===== config.mk =====
export PLATFORM = sky130hd
export DESIGN_NAME = serial_subtractor
export DESIGN_NICKNAME = d
export VERILOG_FILES = /design/src/rtl/sub_pkg.sv /design/src/rtl/full_subtractor.sv /design/src/rtl/serial_subtractor.sv
export SDC_FILE = /design/constraint.sdc
export NUM_CORES = 1
export LEC_CHECK = 0
export BUFFER_PORTS_ARGS = -buffer_cell sky130_fd_sc_hd__buf_2
export CAP_MARGIN = 20
export CORE_UTILIZATION = 30
export DETAILED_ROUTE_END_ITERATION = 7
export PLACE_DENSITY = 0.46
export SETUP_SLACK_MARGIN = 0.3
export SYNTH_ARGS = -nofsm -noshare
export SYNTH_HDL_FRONTEND = slang
export SYNTH_HIERARCHICAL = 1
export SYNTH_SLANG_ARGS = --single-unit

===== constraint.sdc =====
create_clock -name clk -period 2.2 [get_ports clk]
set_input_delay 0.44 -clock clk [delete_from_list [all_inputs] [get_ports clk]]
set_output_delay 0.44 -clock clk [all_outputs]
set_load 0.05 [all_outputs]

===== src/rtl/sub_pkg.sv =====
// Shared definitions for the bit-serial subtractor: FSM state type and
// the default operand width.
package sub_pkg;

   localparam int unsigned SUB_DEFAULT_WIDTH = 8;

   typedef enum logic [1:0] {
      IDLE  = 2'd0,
      SHIFT = 2'd1,
      DONE  = 2'd2
   } state_t;

endpackage


===== src/rtl/full_subtractor.sv =====
// One-bit full subtractor: d = a - b - bin, bout = borrow out.
module full_subtractor (
   input  logic a,
   input  logic b,
   input  logic bin,
   output logic d,
   output logic bout
);

   assign d    = a ^ b ^ bin;
   assign bout = (~a & b) | (~(a ^ b) & bin);

endmodule


===== src/rtl/serial_subtractor.sv =====
// Bit-serial LSB-first subtractor computing a - b - borrow_in over WIDTH
// cycles with a start/done handshake. Results hold until the next accept.
// Optional signed-overflow output enabled by SERIAL_SUBTRACTOR_OVF_EN.
module serial_subtractor
   import sub_pkg::*;
#(
   parameter int unsigned WIDTH = SUB_DEFAULT_WIDTH
) (
   input  logic             clk,
   input  logic             rst_n,
   input  logic             start,
   input  logic [WIDTH-1:0] a,
   input  logic [WIDTH-1:0] b,
   input  logic             borrow_in,
   output logic             busy,
   output logic             done,
   output logic [WIDTH-1:0] diff,
   output logic             borrow_out
`ifdef SERIAL_SUBTRACTOR_OVF_EN
   , output logic           overflow
`endif
);

   localparam int unsigned    CW       = $clog2(WIDTH + 1);
   localparam logic [CW-1:0]  LAST_CNT = CW'(WIDTH - 1);

   state_t           r_state;
   logic [WIDTH-1:0] r_a;
   logic [WIDTH-1:0] r_b;
   logic             r_bq;
   logic [CW-1:0]    r_cnt;
   logic             r_busy;
   logic             r_done;
   logic [WIDTH-1:0] r_diff;
   logic             r_bout;
`ifdef SERIAL_SUBTRACTOR_OVF_EN
   logic             r_amsb;
   logic             r_bmsb;
   logic             r_ovf;
`endif

   logic             w_d;
   logic             w_bnext;
   logic [WIDTH-1:0] w_a_next;

   full_subtractor u_cell (
      .a    (r_a[0]),
      .b    (r_b[0]),
      .bin  (r_bq),
      .d    (w_d),
      .bout (w_bnext)
   );

   // The minuend register doubles as the result accumulator: each consumed
   // LSB frees the MSB slot, which receives the new difference bit, so after
   // WIDTH shifts it holds the complete difference.
   assign w_a_next = {w_d, r_a[WIDTH-1:1]};

   // Handshake FSM, serial datapath and held result registers.
   always_ff @(posedge clk or negedge rst_n) begin
      if (!rst_n) begin
         r_state <= IDLE;
         r_a     <= '0;
         r_b     <= '0;
         r_bq    <= 1'b0;
         r_cnt   <= '0;
         r_busy  <= 1'b0;
         r_done  <= 1'b0;
         r_diff  <= '0;
         r_bout  <= 1'b0;
`ifdef SERIAL_SUBTRACTOR_OVF_EN
         r_amsb  <= 1'b0;
         r_bmsb  <= 1'b0;
         r_ovf   <= 1'b0;
`endif
      end else begin
         r_done <= 1'b0;
         case (r_state)
            IDLE: begin
               if (start) begin
                  r_a     <= a;
                  r_b     <= b;
                  r_bq    <= borrow_in;
                  r_cnt   <= '0;
                  r_busy  <= 1'b1;
                  r_state <= SHIFT;
`ifdef SERIAL_SUBTRACTOR_OVF_EN
                  r_amsb  <= a[WIDTH-1];
                  r_bmsb  <= b[WIDTH-1];
`endif
               end
            end
            SHIFT: begin
               r_a   <= w_a_next;
               r_b   <= {1'b0, r_b[WIDTH-1:1]};
               r_bq  <= w_bnext;
               r_cnt <= r_cnt + CW'(1);
               if (r_cnt == LAST_CNT) begin
                  r_state <= DONE;
                  r_done  <= 1'b1;
                  r_diff  <= w_a_next;
                  r_bout  <= w_bnext;
`ifdef SERIAL_SUBTRACTOR_OVF_EN
                  r_ovf   <= (r_amsb ^ r_bmsb) & (w_d ^ r_amsb);
`endif
               end
            end
            DONE: begin
               r_state <= IDLE;
               r_busy  <= 1'b0;
            end
            default: begin
               r_state <= IDLE;
               r_busy  <= 1'b0;
            end
         endcase
      end
   end

   assign busy       = r_busy;
   assign done       = r_done;
   assign diff       = r_diff;
   assign borrow_out = r_bout;
`ifdef SERIAL_SUBTRACTOR_OVF_EN
   assign overflow   = r_ovf;
`endif

endmodule


* Word-level counts from Yosys, hierarchy flattened
Cells that the tools add are included. W data, S select, Z words.
Storage, ports and cells: register bits 34
Operators by class: $add $sub $neg 1, equality and inequality tests 4, multiplexer cells 15, bitwise logic cells 8, reductions and logical operators 6
Operator list (count):
- $pmux W8 S2 | 2
- $mux W8 | 2
- $pmux W4 S2 | 1
- $reduce_and A2 Y1 | 4
- $add A4 B1 Y4 const B | 1
- $eq A4 B3 Y1 const B | 1
- $mux W1 | 4
- $mux W2 | 2
- $mux W4 | 1
- $ne A2 B2 Y1 const B | 2
- $pmux W1 S2 | 2
- $pmux W2 S2 | 1
- $not A1 Y1 | 3
- $and A1 B1 Y1 | 2
- $eq A2 B1 Y1 const B | 1
- $logic_not A2 Y1 | 1
- $reduce_bool A2 Y1 | 1
- $xor A1 B1 Y1 | 2
- $or A1 B1 Y1 | 1

* Longest topological paths before layout
depth in word-level cells 5, gate-level depth with buffers 5, mapped depth without buffers 5

* Cells and area by module
The synthesis kept the hierarchy.
By module, submodules not included:
- serial_subtractor | instances 1, cells an instance 146, area an instance 1559.0 um2, sequential area each 850.8 um2
- full_subtractor | instances 1, cells an instance 4, area an instance 31.3 um2, sequential area each 0.0 um2

* Worst setup path after synthesis
No wires, ideal clock.
path type flip-flop to flip-flop, from reg r_cnt[0], to reg r_bout, in the netlist borrow_out, setup time 0.125 ns, arrival 1.343 ns, data required time 2.075 ns, slack 0.733 ns, stages on the path, launching flop included 5, clock period less this slack 1.467 ns, cell sequence dfrtp_1 -> ha_1 -> nand2_2 -> nor3_4 -> mux2_2
Between the ends: longest elaborated chain between the ends 2
Ends and longest elaborated chain:
- start: declaration | line serial_subtractor.sv:31 | logic [CW-1:0] r_cnt;
- start signal: assignment | line serial_subtractor.sv:97 | r_cnt <= r_cnt + CW'(1);
- $eq A4 B3 Y1 | line serial_subtractor.sv:98 | if (r_cnt == LAST_CNT) begin
- $reduce_and A2 Y1 (no line)
- end signal: assignment | line serial_subtractor.sv:102 | r_bout <= w_bnext;
- end: declaration | line serial_subtractor.sv:35 | logic r_bout;
Every way passes these cells. A chain may end at the register's enable or synchronous reset.

* Worst setup path after layout
from reg r_cnt[0], to reg r_diff[6], in the netlist diff[6]
Between the ends: longest elaborated chain between the ends 2
Ends and longest elaborated chain:
- $eq A4 B3 Y1 | line serial_subtractor.sv:98
- $reduce_and A2 Y1 (no line)
- end signal: assignment | line serial_subtractor.sv:101 | r_diff <= w_a_next;
- end: declaration | line serial_subtractor.sv:34 | logic [WIDTH-1:0] r_diff;
Every way passes these cells.

==> impl_metrics.csv <==
group,metric,value,unit
placement,gp_congestion,0.696,
synthesis,synth_nets,172,
placement,io_buffers,30,
grt,grt_pass1_wl,5820,um
synthesis,seq_area_frac_synth,0.535,
synthesis,synthTopCellsByArea,"dfrtp_1 54%, a22oi_1 7.6%, mux2_2 6.4%",
worst_setup_path,setup.worst_path.class,"flip-flop to flip-flop",
sta,slew_viol_final,0,
layout,drive_gt1_frac,0.299,
routing,drt_iter0_drc,71,
worst_setup_path,worstSetupEndpointType,"flip-flop",
layout,nNetsFinal,205,
clock_tree,cts.hold.buffers_added,0,
sta,tns,0,ns
placement,dpl-instance-area,1830,um^2
clock_tree,cts_tree,"built",
synthesis,ys_ff_latch,34,
worst_setup_path,path_max_fanout,10,
sta,rsz0062_at_grt,"no",
power,total_power,3.09,mW
die,die_x,74.8,um
synthesis,syn_area_per_cell,10.6,um^2
worst_setup_path,reg2reg_to,"diff[6]",
layout,final_cell_mix,"34 x dfrtp_1, 30 x buf_2, 20 x a21oi_1",
routing,ant_nets,0,
synthesis,synthDominantCellAreaShare,0.535,
synthesis,synthCells,150,
power,cellPowerDensity,1560,nW/um^2
routing,vias,1256,
layout,area_growth,24.1,%
grt,grt_pass1_vias,1203,
clock_tree,clk_pin_slew,0.07,ns
die,core_area,5110,um^2
grt,grt_max_degree,35,
clock_tree,clock_latency,0.28,ns
synthesis,synthFlopType,"dfrtp_1",
sta,min_period,1.68,ns
routing,post_drt_wl_per_cell,14.3,um
sta,timing.final.crit_share,0.763,
sta,relSlewSlack,0.484,
placement,place_hpwl,2470,um
run,max_cap_violations,0,
layout,fin_area,1970,um^2
grt,antenna_found_initial,0,
clock_tree,ctsResizeCount,0,
status,status,"finished, final reports clean",
die,rows,26,
synthesis,synth_edf_count,0,
clock_tree,htreeDepth,2,
routing,dr.pass1.iters,4,
clock_tree,cts-root-buf,"clkbuf_8",
synthesis,synth-async-reset-ratio,1.00,
worst_setup_path,r2r-start,"r_cnt[0]",
die,ios,31,
grt,grt_usage,0.143,
routing,viasPerCell,4.94,
grt,grt_remaining_overflow,0,
synthesis,synthesis.area,1590,um^2
routing,drc,0,
worst_setup_path,cp.required,2.37,ns
die,die_h,74.8,um
sta,fin_skew,0.00617,ns
layout,fin_util,0.386,
sta,hold_viol,0,
sta,tightest_slew,0.774,ns
worst_setup_path,r2r_setup_slack,0.52,ns
power,ir_drop,0.658,mV
clock_tree,cts_made_buffers,5,
worst_setup_path,worstSetupStartpoint,"r_cnt[0]",
synthesis,yosysTopAreaCell,"dfrtp_1",
sta,setup_violations,0,
clock_tree,clock_sinks,34,
layout,final_common_cell,"dfrtp_1",
synthesis,synth_cell_types,24,
power,cellLeakagePower,0.920,nW
worst_setup_path,cp.arrival,1.84,ns
die,die-area,5600,um^2
worst_setup_path,rr_worst_depth,4,
clock_tree,post-cts-setup-buffer-count,0,
routing,drt_wl_total,3640,um
synthesis,synth_warnings,6,
clock_tree,clk_path_buf_depth,2,
sta,max_freq,0.596,GHz
die,start_util,0.311,
worst_setup_path,start_kind,"flip-flop",
layout,num_antenna_cells,0,
hold_path,min-delay-path-class,"primary input to async pin",
## Yosys cell counts, types with 2 or more instances
cell and instances:
nand2_1 4, a21oi_1 20, a22oi_1 16, dfrtp_1 34, nand3_1 2, nor2_1 2
inv_1 5, mux2_2 9, and2b_1 9, buf_2 4, clkbuf_1 5, o21ai_0 19
nor2b_1 10
## layout make-up
class / count / area [um^2]
clock inverter: 2 / 60.1
timing repair buffer: 36 / 195
multi-input combinational: 101 / 678
clock buffer: 6 / 82.6
fill: 523 / 3130
inverter: 5 / 18.8
sequential: 34 / 851
tap: 70 / 87.6
## worst max-delay path by stage
stage                  to  slack (ns)  depth (start not counted)
2_1_floorplan  borrow_out        0.73                          4
3_3_place_gp      diff[0]        0.60                          4
3_5_place_dp      diff[3]        0.53                          4
4_1_cts           diff[6]        0.53                          4
5_1_grt           diff[6]        0.39                          4
6_report          diff[6]        0.52                          4
## cells by family after synthesis
| family | count (synthesis) | synth area share |
|---|---|---|
| simple gates | 32 | 0.128 |
| mux | 9 | 0.0637 |
| compound gates | 58 | 0.214 |
| fa+ha+maj | 2 | 0.0205 |
| flops | 34 | 0.535 |
| buf+inv | 15 | 0.0386 |
## metal layers
metal | wire (um) | track usage | vias to the layer above | part of all wire
li1 | - | - | 596 | -
met1 | 1650 | 0.181 | 617 | 0.45
met2 | 1730 | 0.228 | 38 | 0.48
met3 | 217 | 0.0428 | 5 | 0.060
met4 | 42 | 0.0566 | 0 | 0.012
met5 | 0 | 0 | - | 0
## worst max-delay path: stages (launching register included)
cell and delay [ns]:
dfrtp_1 0.39, ha_1 0.21, nand2_2 0.09, nor3_4 0.47, mux2_2 0.39
## stage by stage
step	worst slack [ns]	cells	hold WS (ns)
after CTS	0.525	254	0.259
final	0.522	254	0.232
after detailed placement	0.529	246	0.480
after floorplan	0.733	150	0.144
after global placement	0.598	246	0.485
after global routing	0.387	254	0.307
## power by group
part	switching (mW)	internal, mW	leakage (nW)
combinational	0.797	0.471	0.419
sequential	0.207	0.904	0.430
clock	0.225	0.483	0.0714
## flip-flops by register name, indices dropped and copies added, names as in the netlist
| register | cells |
|---|---|
| borrow_out | 1 |
| busy | 1 |
| diff | 8 |
| done | 1 |
| r_a | 8 |
| r_b | 8 |
| r_bq | 1 |
| r_cnt | 4 |
| r_state | 2 |
(Power assumes the default switching activity.)
